### src/rtl/maj_chain_seq.sv
// Bit-serial majority-carry chain: one MAJ stage per clock, result = XNOR(tap, carry_N).
// Optional MAJ_SEQ_EARLY_EXIT_EN: finish early once every remaining stage is a pass-through.
//
// state  | meaning
// S_IDLE | waiting for an operand set, in_ready=1
// S_RUN  | stepping the chain, one stage per clock
// S_DONE | result presented until the consumer takes it
module maj_chain_seq #(
  parameter  int N  = 8,
  localparam int IW = $clog2(N)
) (
  input  logic          clk,
  input  logic          rst_n,
  input  logic          in_valid,
  output logic          in_ready,
  input  logic [N-1:0]  op_a,
  input  logic [N-1:0]  op_b,
  input  logic          seed,
  input  logic          tap,
  input  logic          flush,
  output logic          out_valid,
  input  logic          out_ready,
  output logic          result,
  output logic          busy,
  output logic [IW-1:0] stage
);

  typedef enum logic [1:0] {S_IDLE, S_RUN, S_DONE} state_e;

  state_e          state_q, state_d;
  logic [N-1:0]    a_q, a_d;
  logic [N-1:0]    b_q, b_d;
  logic            tap_q, tap_d;
  logic            carry_q, carry_d;
  logic [IW-1:0]   stage_q, stage_d;

  logic            a_bit, b_bit, maj_bit, last_stage, pass_thru;

  assign a_bit      = a_q[stage_q];
  assign b_bit      = b_q[stage_q];
  assign maj_bit    = (carry_q & a_bit) | (carry_q & b_bit) | (a_bit & b_bit);
  assign last_stage = (stage_q == IW'(N - 1));

`ifdef MAJ_SEQ_EARLY_EXIT_EN
  // MAJ(c,1,0)=c, so once all remaining bit pairs differ the carry is final.
  logic [N-1:0] low_mask;
  always_comb begin
    low_mask = '0;
    for (int i = 0; i < N; i++) low_mask[i] = (i < int'(stage_q));
  end
  assign pass_thru = &((a_q ^ b_q) | low_mask);
`else
  assign pass_thru = 1'b0;
`endif

  always_ff @(posedge clk or negedge rst_n) begin
    if (!rst_n) begin
      state_q <= S_IDLE;
      a_q     <= '0;
      b_q     <= '0;
      tap_q   <= 1'b0;
      carry_q <= 1'b0;
      stage_q <= '0;
    end else begin
      state_q <= state_d;
      a_q     <= a_d;
      b_q     <= b_d;
      tap_q   <= tap_d;
      carry_q <= carry_d;
      stage_q <= stage_d;
    end
  end

  always_comb begin
    state_d = state_q;
    a_d     = a_q;
    b_d     = b_q;
    tap_d   = tap_q;
    carry_d = carry_q;
    stage_d = stage_q;
    if (flush) begin
      state_d = S_IDLE;
      carry_d = 1'b0;
      stage_d = '0;
    end else begin
      case (state_q)
        S_IDLE: begin
          if (in_valid) begin
            a_d     = op_a;
            b_d     = op_b;
            tap_d   = tap;
            carry_d = seed;
            stage_d = '0;
            state_d = S_RUN;
          end
        end
        S_RUN: begin
          if (pass_thru) begin
            stage_d = '0;
            state_d = S_DONE;
          end else begin
            carry_d = maj_bit;
            if (last_stage) begin
              stage_d = '0;
              state_d = S_DONE;
            end else begin
              stage_d = stage_q + 1'b1;
            end
          end
        end
        S_DONE: begin
          if (out_ready) state_d = S_IDLE;
        end
        default: begin
          state_d = S_IDLE;
          stage_d = '0;
        end
      endcase
    end
  end

  always_comb begin
    in_ready  = (state_q == S_IDLE);
    busy      = (state_q != S_IDLE);
    out_valid = (state_q == S_DONE);
    result    = (state_q == S_DONE) & ~(tap_q ^ carry_q);
    stage     = stage_q;
  end

endmodule

### config.mk
export PLATFORM = sky130hd
export DESIGN_NAME = maj_chain_seq
export DESIGN_NICKNAME = d
export VERILOG_FILES = /design/src/rtl/maj_chain_seq.sv
export SDC_FILE = /design/constraint.sdc
export NUM_CORES = 1
export LEC_CHECK = 0
export ABC_AREA = 0
export CAP_MARGIN = 10
export CORE_ASPECT_RATIO = 0.6
export CORE_UTILIZATION = 47
export CTS_CLUSTER_DIAMETER = 120
export DETAILED_ROUTE_END_ITERATION = 6
export PLACE_DENSITY = 0.78
export SLEW_MARGIN = 5
export SYNTH_ARGS = -nofsm -noshare
export SYNTH_HDL_FRONTEND = slang
export SYNTH_SLANG_ARGS = --single-unit
### constraint.sdc
create_clock -name clk -period 2.2 [get_ports clk]
set_input_delay 0.22 -clock clk [delete_from_list [all_inputs] [get_ports clk]]
set_output_delay 0.22 -clock clk [all_outputs]
set_load 0.05 [all_outputs]
======== Yosys cells after proc, flatten, opt, wreduce, memory -nomap -nowiden ========
Index checks and enable logic that the tools add are counted.
word-level totals
  register bits after elaboration ......... 23
  bits of input ports ..................... 23
  output and inout port bits .............. 7
  logic and storage cells ................. 47
operators by class
  add/sub/neg operators ................... 1
  magnitude comparators ................... 1
  equality and inequality tests ........... 7
  muxes and demuxes ....................... 16
  bitwise logic cells ..................... 9
  reduce and logical (&&, ||, !) cells .... 7
operator list
  operator                                                                      number
  3-bit two-way mux                                                             3
  3-bit one-hot mux with 3 select lines                                         1
  2-bit two-way mux                                                             4
  1-bit binary-select mux with 3-bit select                                     2
  3-bit by 2-bit != test with 1-bit output, second input constant               2
  2-bit one-hot mux with 3 select lines                                         1
  3-bit AND reduction                                                           2
  1-bit AND                                                                     4
  3-bit by 4-bit less-than comparator with 1-bit output, second input constant  1
  1-bit two-way mux                                                             4
  2-bit AND reduction                                                           2
  3-bit by 1-bit adder with 3-bit output, second input constant                 1
  3-bit == test, second input constant                                          1
  3-bit != test, second input constant                                          1
  3-bit nonzero test                                                            1
  2-bit by 1-bit == test with 1-bit output, second input constant               1
  2-bit == test, second input constant                                          1
  2-bit logical NOT                                                             1
  2-bit != test, second input constant                                          1
  1-bit NOT                                                                     2
  1-bit bitwise OR                                                              2
  1-bit one-hot mux with 2 select lines                                         1
  2-bit nonzero test                                                            1
  1-bit XOR                                                                     1

======== Longest topological paths before layout ========
  word-level depth ........................ 7
  mapped depth ............................ 6

======== Least setup slack after synthesis ========
OpenSTA, ideal clock, no wires.
  path kind ............................... flip-flop to flip-flop
  start ................................... register state_q[0]
  end ..................................... register b_q[2]
  library setup time ...................... 0.125 ns
  arrival time ............................ 1.912 ns
  slack ................................... 0.163 ns
  stages on the path, launching flop included .. 7
  buffers on the path ..................... 2
  path through ............................ dfrtp_1 -> buf_2 -> nor2_4 -> inv_2 -> nor3b_4 -> buf_6 -> mux2_2
on the way
  word-level cells in the longest chain between the ends .. 2
RTL lines
  element                               RTL line  source
  from (decl)                           30        state_e state_q, state_d;
  from (signal assigned)                65        state_q <= state_d;
  2-bit logical NOT                     --
  named net in_ready                    15        output logic in_ready,
  3-bit AND reduction (no source line)  --
  to (signal assigned)                  60        b_q <= '0;
  to (signal assigned)                  67        b_q <= b_d;
  to (decl)                             32        logic [N-1:0] b_q, b_d;
The timed path passes the listed nets, and every way through them passes these cells.
A chain may end at the register's enable or synchronous reset.

======== Worst setup path in the final report ========
  start ................................... register state_q[0]
  end ..................................... output result
on the way
  word-level cells in the longest chain between the ends .. 2
RTL lines
  element        RTL line  source
  2-bit == test  126       result = (state_q == S_DONE) & ~(tap_q ^ carry_q);
  1-bit AND      126
  to (decl)      23        output logic result,
No other way between the ends.

==> parameters.txt <==
Parameter                              Value

Status
  Run status    finished, final reports clean

Placed design
  I/O Buffers    29
  GP Congestion    0.729
  Post-detailed-placement cell area    0.00145 sq mm
  Placed insts    146
  HPWL after DPL    1680 um
  Post-Place Worst Slack    376 ps

STA
  Pins Over Slew Limit    0
  Total of endpoints with negative setup slack in the final report    0
  Slew at the pin with the worst max-slew slack    501 ps
  Unrepaired setup endpoints after global routing    false
  Fmax achieved    475 MHz
  Final number of hold-violating endpoints    0
  Worst setup slack after layout    94.2 ps
  Slew HR    0.665
  Min cycle time layout    2110 ps
  Worst clock skew    1.76 ps
  Final period utilization    0.957
  Summed negative setup slack over all endpoints    0 ps

Clock tree
  Clk root buf    clkbuf_8
  Number of buffers inserted during clock tree synthesis    3
  Clock tree sinks    23
  Clock tree from TritonCTS    yes
  Number of cells upsized or downsized after cts    0
  Number of buffers inserted to repair setup after CTS    0
  Count of hold buffers inserted by post-cts repair    0
  Clk Latency, worst-skew pair    260 ps
  H-tree Lvls    1
  Clock tree buffer depth    2
  Reg clk slew, reported paths    80 ps

Synthesis
  Netlist area before placement    0.00115 sq mm
  Most frequent cell after synthesis    dfrtp_1
  Dominant combinational cell family by area after synthesis    multiplexers
  EDFF count, synth    0
  Fraction of registers with async set/reset    1.00
  Adder and majority cell fraction of the synthesized area    0.0218
  Commonest cells in the netlist    dfrtp_1, mux2_2, mux2_1, nor2_1, mux2i_1
  Cell type with the largest total area after synthesis    dfrtp_1
  Synth Net Count    115
  Xor and xnor area share after synthesis    0.00764
  Share of the synthesized area in compound gates (AO/OA/AOI/OAI)    0.0655
  Flip-flop and latch count after synthesis    23
  Sequential fraction of the synthesis area    0.502
  Synth warnings    0
  Multiplexer share of the synthesized area    0.260
  Largest cells by area after synthesis    dfrtp_1, mux2_2, mux2_1, mux2i_1, mux4_2
  Simple-gate share of the synthesized area    0.0983
  Post-synthesis average cell area    12.7 sq um
  Number of distinct library cells after synthesis    26
  Synthesized instance count    90
  Most used flip-flop cell after synthesis    dfrtp_1
  Yosys top cell area share    0.502

GRT
  Number of antenna violations at the first check in global routing    0
  Pin count of the biggest net entering global routing    24
  Global-route wire length before repair    3420 um
  Total GRT Usage    0.192
  Via count of the first global-routing pass    724
  Total global routing overflow    0

Critical path
  Arrival @ worst endpoint    1890 ps
  Kind of start point of the critical path    flop
  Data required time at the worst endpoint    1980 ps
  Category of the most critical setup path    flop to primary output
  Crit-path max FO    8
  Sort of element at the end of the critical path    primary output

Routing
  Post-route ant nets    0
  Vias per Instance    5.25
  Router iterations before antenna repair    4
  Drt wl/cell    14.7 um
  Post-route DRC    0
  Number of DRC markers after the initial detailed-route iteration    16
  Via count    788
  Wirelength, routed    2200 um

Floorplanning
  Die Wd    65.8 um
  Area enclosed by the die boundary    0.00265 sq mm
  Core area    0.00223 sq mm
  Number of top-level pins    30
  Number of standard-cell rows in the floorplan    13
  Height of the die    40.3 um
  Starting utilization of the core area    0.514

Layout
  Number of antenna diodes    0
  Nets    146
  Post-route design area    0.00150 sq mm
  Area Growth Syn to Fin    30.7%
  Filler Cell Count    168
  Cell Count, Final, Fillers Out    150
  Ratio of cells with drive above 1 in the final layout    0.175

Power and ir drop
  Lkg Pwr    0.619 nW
  Peak supply drop    0.321 mV
  Ratio of total power to cell area    662 mW/mm^2

Run
  Max_cap viols    0

Hold path
  Class of the tightest hold or removal check    input pin to asynchronous set/reset pin
-- report_power, final --
group	internal [mW]	switching, mW
Combinational	0.123	0.0806
Clock	0.129	0.129
Sequential	0.488	0.0428
Total	0.740	0.252
-- layout by cell type (no fill, tap or decap) --
cell and count:
clkdlybuf4s50_1 29, dfrtp_1 23, mux2_2 11, nor2_1 7, mux2_1 7, mux2i_1 5
nor2b_1 4, inv_1 3, a21oi_1 3, a31oi_1 3, clkbuf_8 3, nand2b_1 2
nor3_1 2, mux4_2 2, a22oi_1 2, ha_1 2, buf_4 2, nor2_4 1
inv_2 1, xor2_1 1, nor3b_4 1, a32oi_1 1, nand3_1 1, a2bb2oi_1 1
nand2_1 1, o2111ai_1 1, clkbuf_1 1
-- per-layer routing --
metal	vias to the layer above	track usage	share of wire
met5	-	0	0
met4	0	0.0978	0.016
li1	376	-	-
met2	25	0.319	0.46
met3	4	0.0739	0.064
met1	383	0.225	0.46
-- per-stage QoR --
step	util	power, mW	hold WS [ps]
global placement	0.652	0.731	467
global route	0.672	1.04	324
CTS	0.672	1.01	318
finish	0.672	0.992	305
floorplan	-	0.656	-75.6
detailed placement	0.652	0.746	475
-- sequential cells by signal (all words and copies together), names as in the netlist --
name	cells
a_q	8
b_q	8
carry_q	1
stage	3
state_q	2
tap_q	1
-- worst max-delay path: stages (launching register included) --
cell and delay (ps):
dfrtp_1 490, nand2b_1 220, nor2_1 110, clkdlybuf4s50_1 800
-- area by class of cell --
class	count	area (sq um)	share of cell area
Sequential cell	23	576	0.384
Multi-Input combinational cell	58	519	0.347
Timing Repair Buffer	31	305	0.204
Clock buffer	4	45.0	0.0301
Tap cell	30	37.5	0.0251
Inverter	4	15.0	0.0100
-- final timing paths --
kind / startpoint / depth (start not counted) / to / slack [ps]
max in group asynchronous: rst_n / 2 / state_q[0] / 1670
worst min-delay path: rst_n / 2 / b_q[3] / 310
worst max-delay path: state_q[0] / 3 / result / 90
min in group clk: a_q[6] / 1 / a_q[6] / 490
worst min register to register: a_q[6] / 1 / a_q[6] / 490
worst max register to register: stage[1] / 4 / carry_q / 370
-- logic make-up (layout without fill, tap and decap cells) --
group                    Yosys count  count (layout)
AO/OA/AOI/OAI                     11              11
XOR/XNOR                           1               1
adder cells (fa/ha/maj)            2               2
buffers and inverters              9              39
flip-flops                        23              23
multiplexers                      25              25
AND/OR/NAND/NOR                   19              19
(Power assumes the default switching activity.)
